--- src/rtl/ibex_pkg.sv ---
// Shared types for the writeback queue: instruction class and per-entry payload.
package ibex_pkg;

  typedef enum logic [1:0] {
    WB_INSTR_LOAD  = 2'b00,
    WB_INSTR_STORE = 2'b01,
    WB_INSTR_OTHER = 2'b10
  } wb_instr_type_e;

  // Valid bits live beside the array so only they need a reset.
  typedef struct packed {
    wb_instr_type_e itype;
    logic [31:0]    pc;
    logic           compressed;
    logic           count;
    logic           we;
    logic [4:0]     waddr;
    logic [31:0]    wdata;
  } wb_entry_t;

endpackage

--- src/rtl/ibex_wb_fwd_lookup.sv ---
// Youngest-match search over the writeback queue for one register read port.
module ibex_wb_fwd_lookup import ibex_pkg::*; #(
  parameter int unsigned WbDepth = 2,
  parameter int unsigned PtrW    = 1
) (
  input  wb_entry_t              entries_i [WbDepth],
  input  logic [WbDepth-1:0]     valid_i,
  input  logic [PtrW-1:0]        head_i,
  input  logic [4:0]             raddr_i,
  output logic                   hit_o,
  output logic [31:0]            data_o,
  output logic                   stall_o
);

  localparam int unsigned CntW = PtrW + 1;
  localparam logic [CntW-1:0] DEPTH = CntW'(WbDepth);

  logic [CntW-1:0] sum;
  logic [PtrW-1:0] idx;

  // Walk oldest to youngest so a later match overrides an earlier one.
  always_comb begin
    hit_o   = 1'b0;
    data_o  = '0;
    stall_o = 1'b0;
    sum     = '0;
    idx     = '0;
    for (int unsigned i = 0; i < WbDepth; i++) begin
      sum = {1'b0, head_i} + CntW'(i);
      if (sum >= DEPTH) begin
        sum = sum - DEPTH;
      end
      idx = sum[PtrW-1:0];
      if (valid_i[idx] && (raddr_i != 5'd0) && (entries_i[idx].waddr == raddr_i) &&
          (entries_i[idx].we || (entries_i[idx].itype == WB_INSTR_LOAD))) begin
        hit_o   = 1'b0;
        data_o  = '0;
        stall_o = 1'b0;
        if (entries_i[idx].itype == WB_INSTR_LOAD) begin
          stall_o = 1'b1;
        end else if (entries_i[idx].itype == WB_INSTR_OTHER) begin
          hit_o  = 1'b1;
          data_o = entries_i[idx].wdata;
        end
      end
    end
  end

endmodule

--- src/rtl/ibex_wb_queue.sv ---
// In-order multi-entry writeback buffer with result forwarding and load-use stall detection.
module ibex_wb_queue import ibex_pkg::*; #(
  parameter int unsigned WbDepth = 2,
  localparam int unsigned PtrW   = (WbDepth > 1) ? $clog2(WbDepth) : 1
) (
  input  logic           clk_i,
  input  logic           rst_ni,
  input  logic           en_wb_i,
  input  wb_instr_type_e instr_type_wb_i,
  input  logic [31:0]    pc_id_i,
  input  logic           instr_is_compressed_id_i,
  input  logic           instr_perf_count_id_i,
  input  logic [4:0]     rf_waddr_id_i,
  input  logic [31:0]    rf_wdata_id_i,
  input  logic           rf_we_id_i,
  input  logic [31:0]    rf_wdata_lsu_i,
  input  logic           rf_we_lsu_i,
  input  logic           lsu_resp_valid_i,
  input  logic           lsu_resp_err_i,
  input  logic [4:0]     rf_raddr_a_i,
  input  logic [4:0]     rf_raddr_b_i,
  output logic           ready_wb_o,
  output logic           fwd_hit_a_o,
  output logic           fwd_hit_b_o,
  output logic [31:0]    fwd_data_a_o,
  output logic [31:0]    fwd_data_b_o,
  output logic           stall_a_o,
  output logic           stall_b_o,
  output logic           outstanding_load_wb_o,
  output logic           outstanding_store_wb_o,
  output logic [PtrW:0]  occupancy_o,
  output logic [31:0]    pc_wb_o,
  output logic [4:0]     rf_waddr_wb_o,
  output logic [31:0]    rf_wdata_wb_o,
  output logic           rf_we_wb_o,
  output logic           instr_done_wb_o,
  output logic           perf_instr_ret_wb_o,
  output logic           perf_instr_ret_compressed_wb_o
);

  localparam int unsigned CntW = PtrW + 1;
  localparam logic [CntW-1:0] DEPTH = CntW'(WbDepth);
  localparam logic [PtrW-1:0] LAST  = PtrW'(WbDepth - 1);

  wb_entry_t          entries_q [WbDepth];
  logic [WbDepth-1:0] valid_q;
  logic [PtrW-1:0]    head_q, tail_q;
  logic [CntW-1:0]    count_q;

  wb_entry_t head_ent, new_ent;
  logic      head_valid, head_is_other, head_done, push, we_q_path;

  function automatic logic [PtrW-1:0] ptr_inc(input logic [PtrW-1:0] p);
    return (p == LAST) ? '0 : p + 1'b1;
  endfunction

  assign head_ent      = entries_q[head_q];
  assign head_valid    = valid_q[head_q];
  assign head_is_other = head_ent.itype == WB_INSTR_OTHER;
  assign head_done     = head_valid & (head_is_other | lsu_resp_valid_i);
  assign ready_wb_o    = (count_q < DEPTH) | head_done;
  assign push          = en_wb_i & ready_wb_o;

  always_comb begin
    new_ent            = '0;
    new_ent.itype      = instr_type_wb_i;
    new_ent.pc         = pc_id_i;
    new_ent.compressed = instr_is_compressed_id_i;
    new_ent.count      = instr_perf_count_id_i;
    new_ent.we         = rf_we_id_i;
    new_ent.waddr      = rf_waddr_id_i;
    new_ent.wdata      = rf_wdata_id_i;
  end

  // Push is applied after retire so a full queue can refill the slot it just freed.
  always_ff @(posedge clk_i or negedge rst_ni) begin
    if (!rst_ni) begin
      valid_q <= '0;
      head_q  <= '0;
      tail_q  <= '0;
      count_q <= '0;
    end else begin
      if (head_done) begin
        valid_q[head_q] <= 1'b0;
        head_q          <= ptr_inc(head_q);
      end
      if (push) begin
        valid_q[tail_q] <= 1'b1;
        tail_q          <= ptr_inc(tail_q);
      end
      if (push && !head_done) begin
        count_q <= count_q + 1'b1;
      end else if (!push && head_done) begin
        count_q <= count_q - 1'b1;
      end
    end
  end

  always_ff @(posedge clk_i) begin
    if (push) begin
      entries_q[tail_q] <= new_ent;
    end
  end

  always_comb begin
    outstanding_load_wb_o  = 1'b0;
    outstanding_store_wb_o = 1'b0;
    for (int unsigned i = 0; i < WbDepth; i++) begin
      if (valid_q[i] && (entries_q[i].itype == WB_INSTR_LOAD)) begin
        outstanding_load_wb_o = 1'b1;
      end
      if (valid_q[i] && (entries_q[i].itype == WB_INSTR_STORE)) begin
        outstanding_store_wb_o = 1'b1;
      end
    end
  end

  assign we_q_path       = head_valid & head_ent.we & head_is_other;
  assign rf_we_wb_o      = we_q_path | rf_we_lsu_i;
  assign rf_wdata_wb_o   = we_q_path ? head_ent.wdata : rf_wdata_lsu_i;
  assign rf_waddr_wb_o   = head_valid ? head_ent.waddr : 5'd0;
  assign pc_wb_o         = head_valid ? head_ent.pc : 32'd0;
  assign instr_done_wb_o = head_done;
  assign occupancy_o     = count_q;

  assign perf_instr_ret_wb_o =
      head_done & head_ent.count & ~(lsu_resp_valid_i & lsu_resp_err_i);
  assign perf_instr_ret_compressed_wb_o = perf_instr_ret_wb_o & head_ent.compressed;

  ibex_wb_fwd_lookup #(
    .WbDepth (WbDepth),
    .PtrW    (PtrW)
  ) u_fwd_a (
    .entries_i (entries_q),
    .valid_i   (valid_q),
    .head_i    (head_q),
    .raddr_i   (rf_raddr_a_i),
    .hit_o     (fwd_hit_a_o),
    .data_o    (fwd_data_a_o),
    .stall_o   (stall_a_o)
  );

  ibex_wb_fwd_lookup #(
    .WbDepth (WbDepth),
    .PtrW    (PtrW)
  ) u_fwd_b (
    .entries_i (entries_q),
    .valid_i   (valid_q),
    .head_i    (head_q),
    .raddr_i   (rf_raddr_b_i),
    .hit_o     (fwd_hit_b_o),
    .data_o    (fwd_data_b_o),
    .stall_o   (stall_b_o)
  );

  a_no_enq_when_full: assert property (@(posedge clk_i) disable iff (!rst_ni)
    en_wb_i |-> ready_wb_o);
  a_single_rf_writer: assert property (@(posedge clk_i) disable iff (!rst_ni)
    $onehot0({we_q_path, rf_we_lsu_i}));
  a_lsu_resp_has_owner: assert property (@(posedge clk_i) disable iff (!rst_ni)
    lsu_resp_valid_i |-> (head_valid && !head_is_other));

endmodule

--- config.mk ---
export PLATFORM = sky130hd
export DESIGN_NAME = ibex_wb_queue
export DESIGN_NICKNAME = d
export VERILOG_FILES = /design/src/rtl/ibex_pkg.sv /design/src/rtl/ibex_wb_fwd_lookup.sv /design/src/rtl/ibex_wb_queue.sv
export SDC_FILE = /design/constraint.sdc
export NUM_CORES = 1
export LEC_CHECK = 0
export ABC_AREA = 1
export CELL_PAD_IN_SITES_DETAIL_PLACEMENT = 0
export CELL_PAD_IN_SITES_GLOBAL_PLACEMENT = 1
export CORE_UTILIZATION = 31
export CTS_CLUSTER_SIZE = 10
export DETAILED_ROUTE_END_ITERATION = 6
export PLACE_DENSITY_LB_ADDON = 0.1
export SKIP_LAST_GASP = 1
export SLEW_MARGIN = 20
export SYNTH_ARGS = -nofsm -noshare
export SYNTH_HDL_FRONTEND = slang
export SYNTH_SLANG_ARGS = --single-unit
--- constraint.sdc ---
create_clock -name clk_i -period 5.06 [get_ports clk_i]
set_input_delay 0.759 -clock clk_i [delete_from_list [all_inputs] [get_ports clk_i]]
set_output_delay 0.759 -clock clk_i [all_outputs]
set_load 0.02 [all_outputs]
==> flow_summary.yaml <==
worst_setup_path:
  r2r_setup_slack_ns: 1.32
  end_kind: "output port"
  arrival_ns: 3.77
  crit_buf_inv: 5
  path_max_fanout: 36
  cp_common_cell: "nand2_1"
  r2r_start: "head_q$_DFFE_PN0N_"
  crit_family: "buffers and inverters"
  crit_type: "reg2out"
  worst_setup_path_start_kind: "flop"
  crit_slowest_cell: "dfrtp_4"
  cpPeakStageDelay_ns: 0.65
  r2r_cells: 13
  crit_chain: "inv_2 > nand2_1 > nand2_1 > inv_1 > nand2_1 > inv_1 > nand2_2 > buf_4 > nand2_1 > o21ai_0 > clkdlybuf4s50_1"
  reg2reg_to: "entries_q[74]$_DFFE_PP_"
  crit_required_ns: 4.30
floorplan:
  die_area_um2: 29000
  coreArea_um2: 27800
  die_y_um: 170
  io-pin-count: 268
  rows: 61
  start_util: 0.316
  dieWidth_um: 170
clocking:
  clk-insertion-delay-late_ns: 0.43
  clk_pin_slew_ns: 0.07
  post_cts_buffers: 0
  cts_buffers: 17
  hold_buffers: 0
  tritoncts: "built"
  cts_root_buf: "clkbuf_16"
  clockBufferDepth: 2
  clkSinkCount: 154
  h-tree-depth: 4
  cts.repair.resized: 0
grt:
  grt_pass1_wl_mm: 42.6
  grt_util_all_layers: 0.195
  grt.overflow.total: 0
  grt_antenna_before_repair: 5
  grt_pass1_vias: 7686
  grt_max_degree: 70
synth:
  syn_area_um2: 8780
  yosys.area.top_type_share: 0.506
  synthTopCellsByArea: "edfxtp_1, nand2_1, nand3_1"
  syn_avg_cell_area_um2: 8.14
  ys_ff_latch: 154
  yosysWarnings: 0
  ys_types: 27
  syn_inst: 1078
  synthesis.nets: 1201
  ys_seq_area_frac: 0.523
  synth_top_area_cell: "edfxtp_1"
timing:
  final.setup.tns_ns: 0
  hold_viol_final: 0
  fmax_mhz: 221
  setup_viol: 0
  fin_crit_ns: 4.53
  slew_headroom: 0.467
  period_share: 0.895
  tightestPinTransition_ns: 0.798
  rsz0062_at_grt: "no"
  skew_ns: 0.0184
  maxSlewViolCount: 0
  setup_ws_ns: 0.532
power:
  vdd_drop_max_mv: 0.293
  total_power_uw: 6520
  powerDensity_nw_per_um2: 526
  p_leak_uw: 0.00550
routing:
  drtIter0Drc: 630
  firstDrtPassIters: 5
  totalWireLength_mm: 28.0
  wl_per_cell_um: 16.3
  num_vias: 8039
  vias_per_cell: 4.68
  drtAntennaViolNets: 0
  route.detailed.drc: 0
min_path:
  hold_depth: 2
  hold_path.class: "reg2reg"
  hp-start: "tail_q$_DFFE_PN0N_"
  hold-path-endpoint: "tail_q$_DFFE_PN0N_"
layout:
  final_layout_size_suffix_gt1_frac: 0.0539
  syn_to_final_growth_pct: 41.2
  nets: 1445
  fillers: 2820
  final_util: 0.446
place:
  gp_congestion: 0.870
  dpl.hpwl_mm: 19.4
  io_buffers: 267
  dp_slack_ns: 0.819
status:
  status: "finished clean"
flow_run:
  max_cap_violations: 0
-- sequential cells by signal (all words and copies together), names as in the netlist --
| register | count |
|---|---|
| tail_q | 1 |
| valid_q | 2 |
| occupancy_o | 2 |
| entries_q | 148 |
| head_q | 1 |
-- synth_stat cells --
cell / instances
buf_4: 7
o32ai_1: 2
nor4_1: 1
mux2i_1: 28
a21oi_2: 1
buf_2: 20
inv_1: 110
o21ai_1: 11
nor3_1: 1
edfxtp_1: 148
a21oi_1: 5
ha_1: 1
nand2_1: 394
xor2_1: 1
dfrtp_1: 6
nor2_4: 4
buf_6: 9
o21ai_0: 66
buf_1: 2
clkbuf_1: 24
inv_2: 3
o21ai_2: 1
xnor2_1: 2
nor2_1: 52
nand3_1: 172
nand3_2: 2
nand2_2: 5
-- tightest hold or removal path, delay by kind of cell, from the launching register on --
family / cells / cell delay [ns]
flops: 1 / 0.34
simple gates: 2 / 0.11
-- power breakdown --
part / leakage, uW / switching [uW] / internal (uW)
Clock: 0.000303 / 633 / 717
Sequential: 0.00144 / 139 / 1760
Combinational: 0.00376 / 2140 / 1140
Total: 0.00550 / 2910 / 3610
-- layer usage --
layer,global-route usage,vias up,part of all wire
li1,-,4028,-
met1,0.251,3717,0.45
met4,0.0638,4,0.017
met3,0.0507,32,0.068
met5,0,-,0.0010
met2,0.318,258,0.46
-- logic make-up (layout without fill, tap and decap cells) --
logic type / after synthesis / after routing / synth area share
compound gates: 86 / 86 / 0.0507
xor+xnor: 3 / 3 / 0.00299
fa+ha+maj: 1 / 1 / 0.00143
buf+inv: 175 / 432 / 0.0884
flops: 154 / 154 / 0.523
mux: 28 / 28 / 0.0319
other cells: 0 / 3 / 0
simple gates: 631 / 631 / 0.301
-- stage by stage --
stage	instance area [um2]	cells	hold WS, ns
finish	12400	1716	0.484
floorplan	8780	1078	0.449
global placement	11800	1681	0.470
CTS	12400	1713	0.487
global route	12400	1715	0.508
detailed placement	11800	1681	0.471
-- cell usage in the layout (no fill, tap or decap), types with 4 or more instances in the layout --
master	n
clkbuf_16	17
nand2_2	6
buf_4	19
edfxtp_1	148
clkdlybuf4s50_1	267
nand3_1	172
nand2_1	393
mux2i_1	28
nor2_1	51
a21oi_1	5
nor2_4	5
clkinv_8	5
dfrtp_1	5
inv_6	4
inv_1	109
o21ai_1	11
o21ai_0	66
-- worst max-delay path by stage --
stage,cells past startpoint,from,endpoint,slack [ns]
floorplan,9,head_q$_DFFE_PN0N_,entries_q[0]$_DFFE_PP_,0.08
detailed placement,12,rf_raddr_a_i[2],fwd_data_a_o[6],0.82
global route,11,head_q$_DFFE_PN0N_,rf_wdata_wb_o[12],0.15
finish,11,head_q$_DFFE_PN0N_,rf_wdata_wb_o[0],0.53
global placement,12,rf_raddr_a_i[2],fwd_hit_a_o,0.77
CTS,11,head_q$_DFFE_PN0N_,rf_wdata_wb_o[0],0.41
-- layout make-up --
class	count	area (um2)	share of cell area
Sequential cell	154	4600	0.371
Multi-Input combinational cell	749	3430	0.277
Timing Repair Buffer	287	2840	0.229
Tap cell	378	473	0.0382
Clock buffer	17	425	0.0343
Inverter	113	425	0.0343
Clock inverter	15	198	0.0159
Antenna cell	3	7.51	0.000606
(Power assumes the default switching activity.)
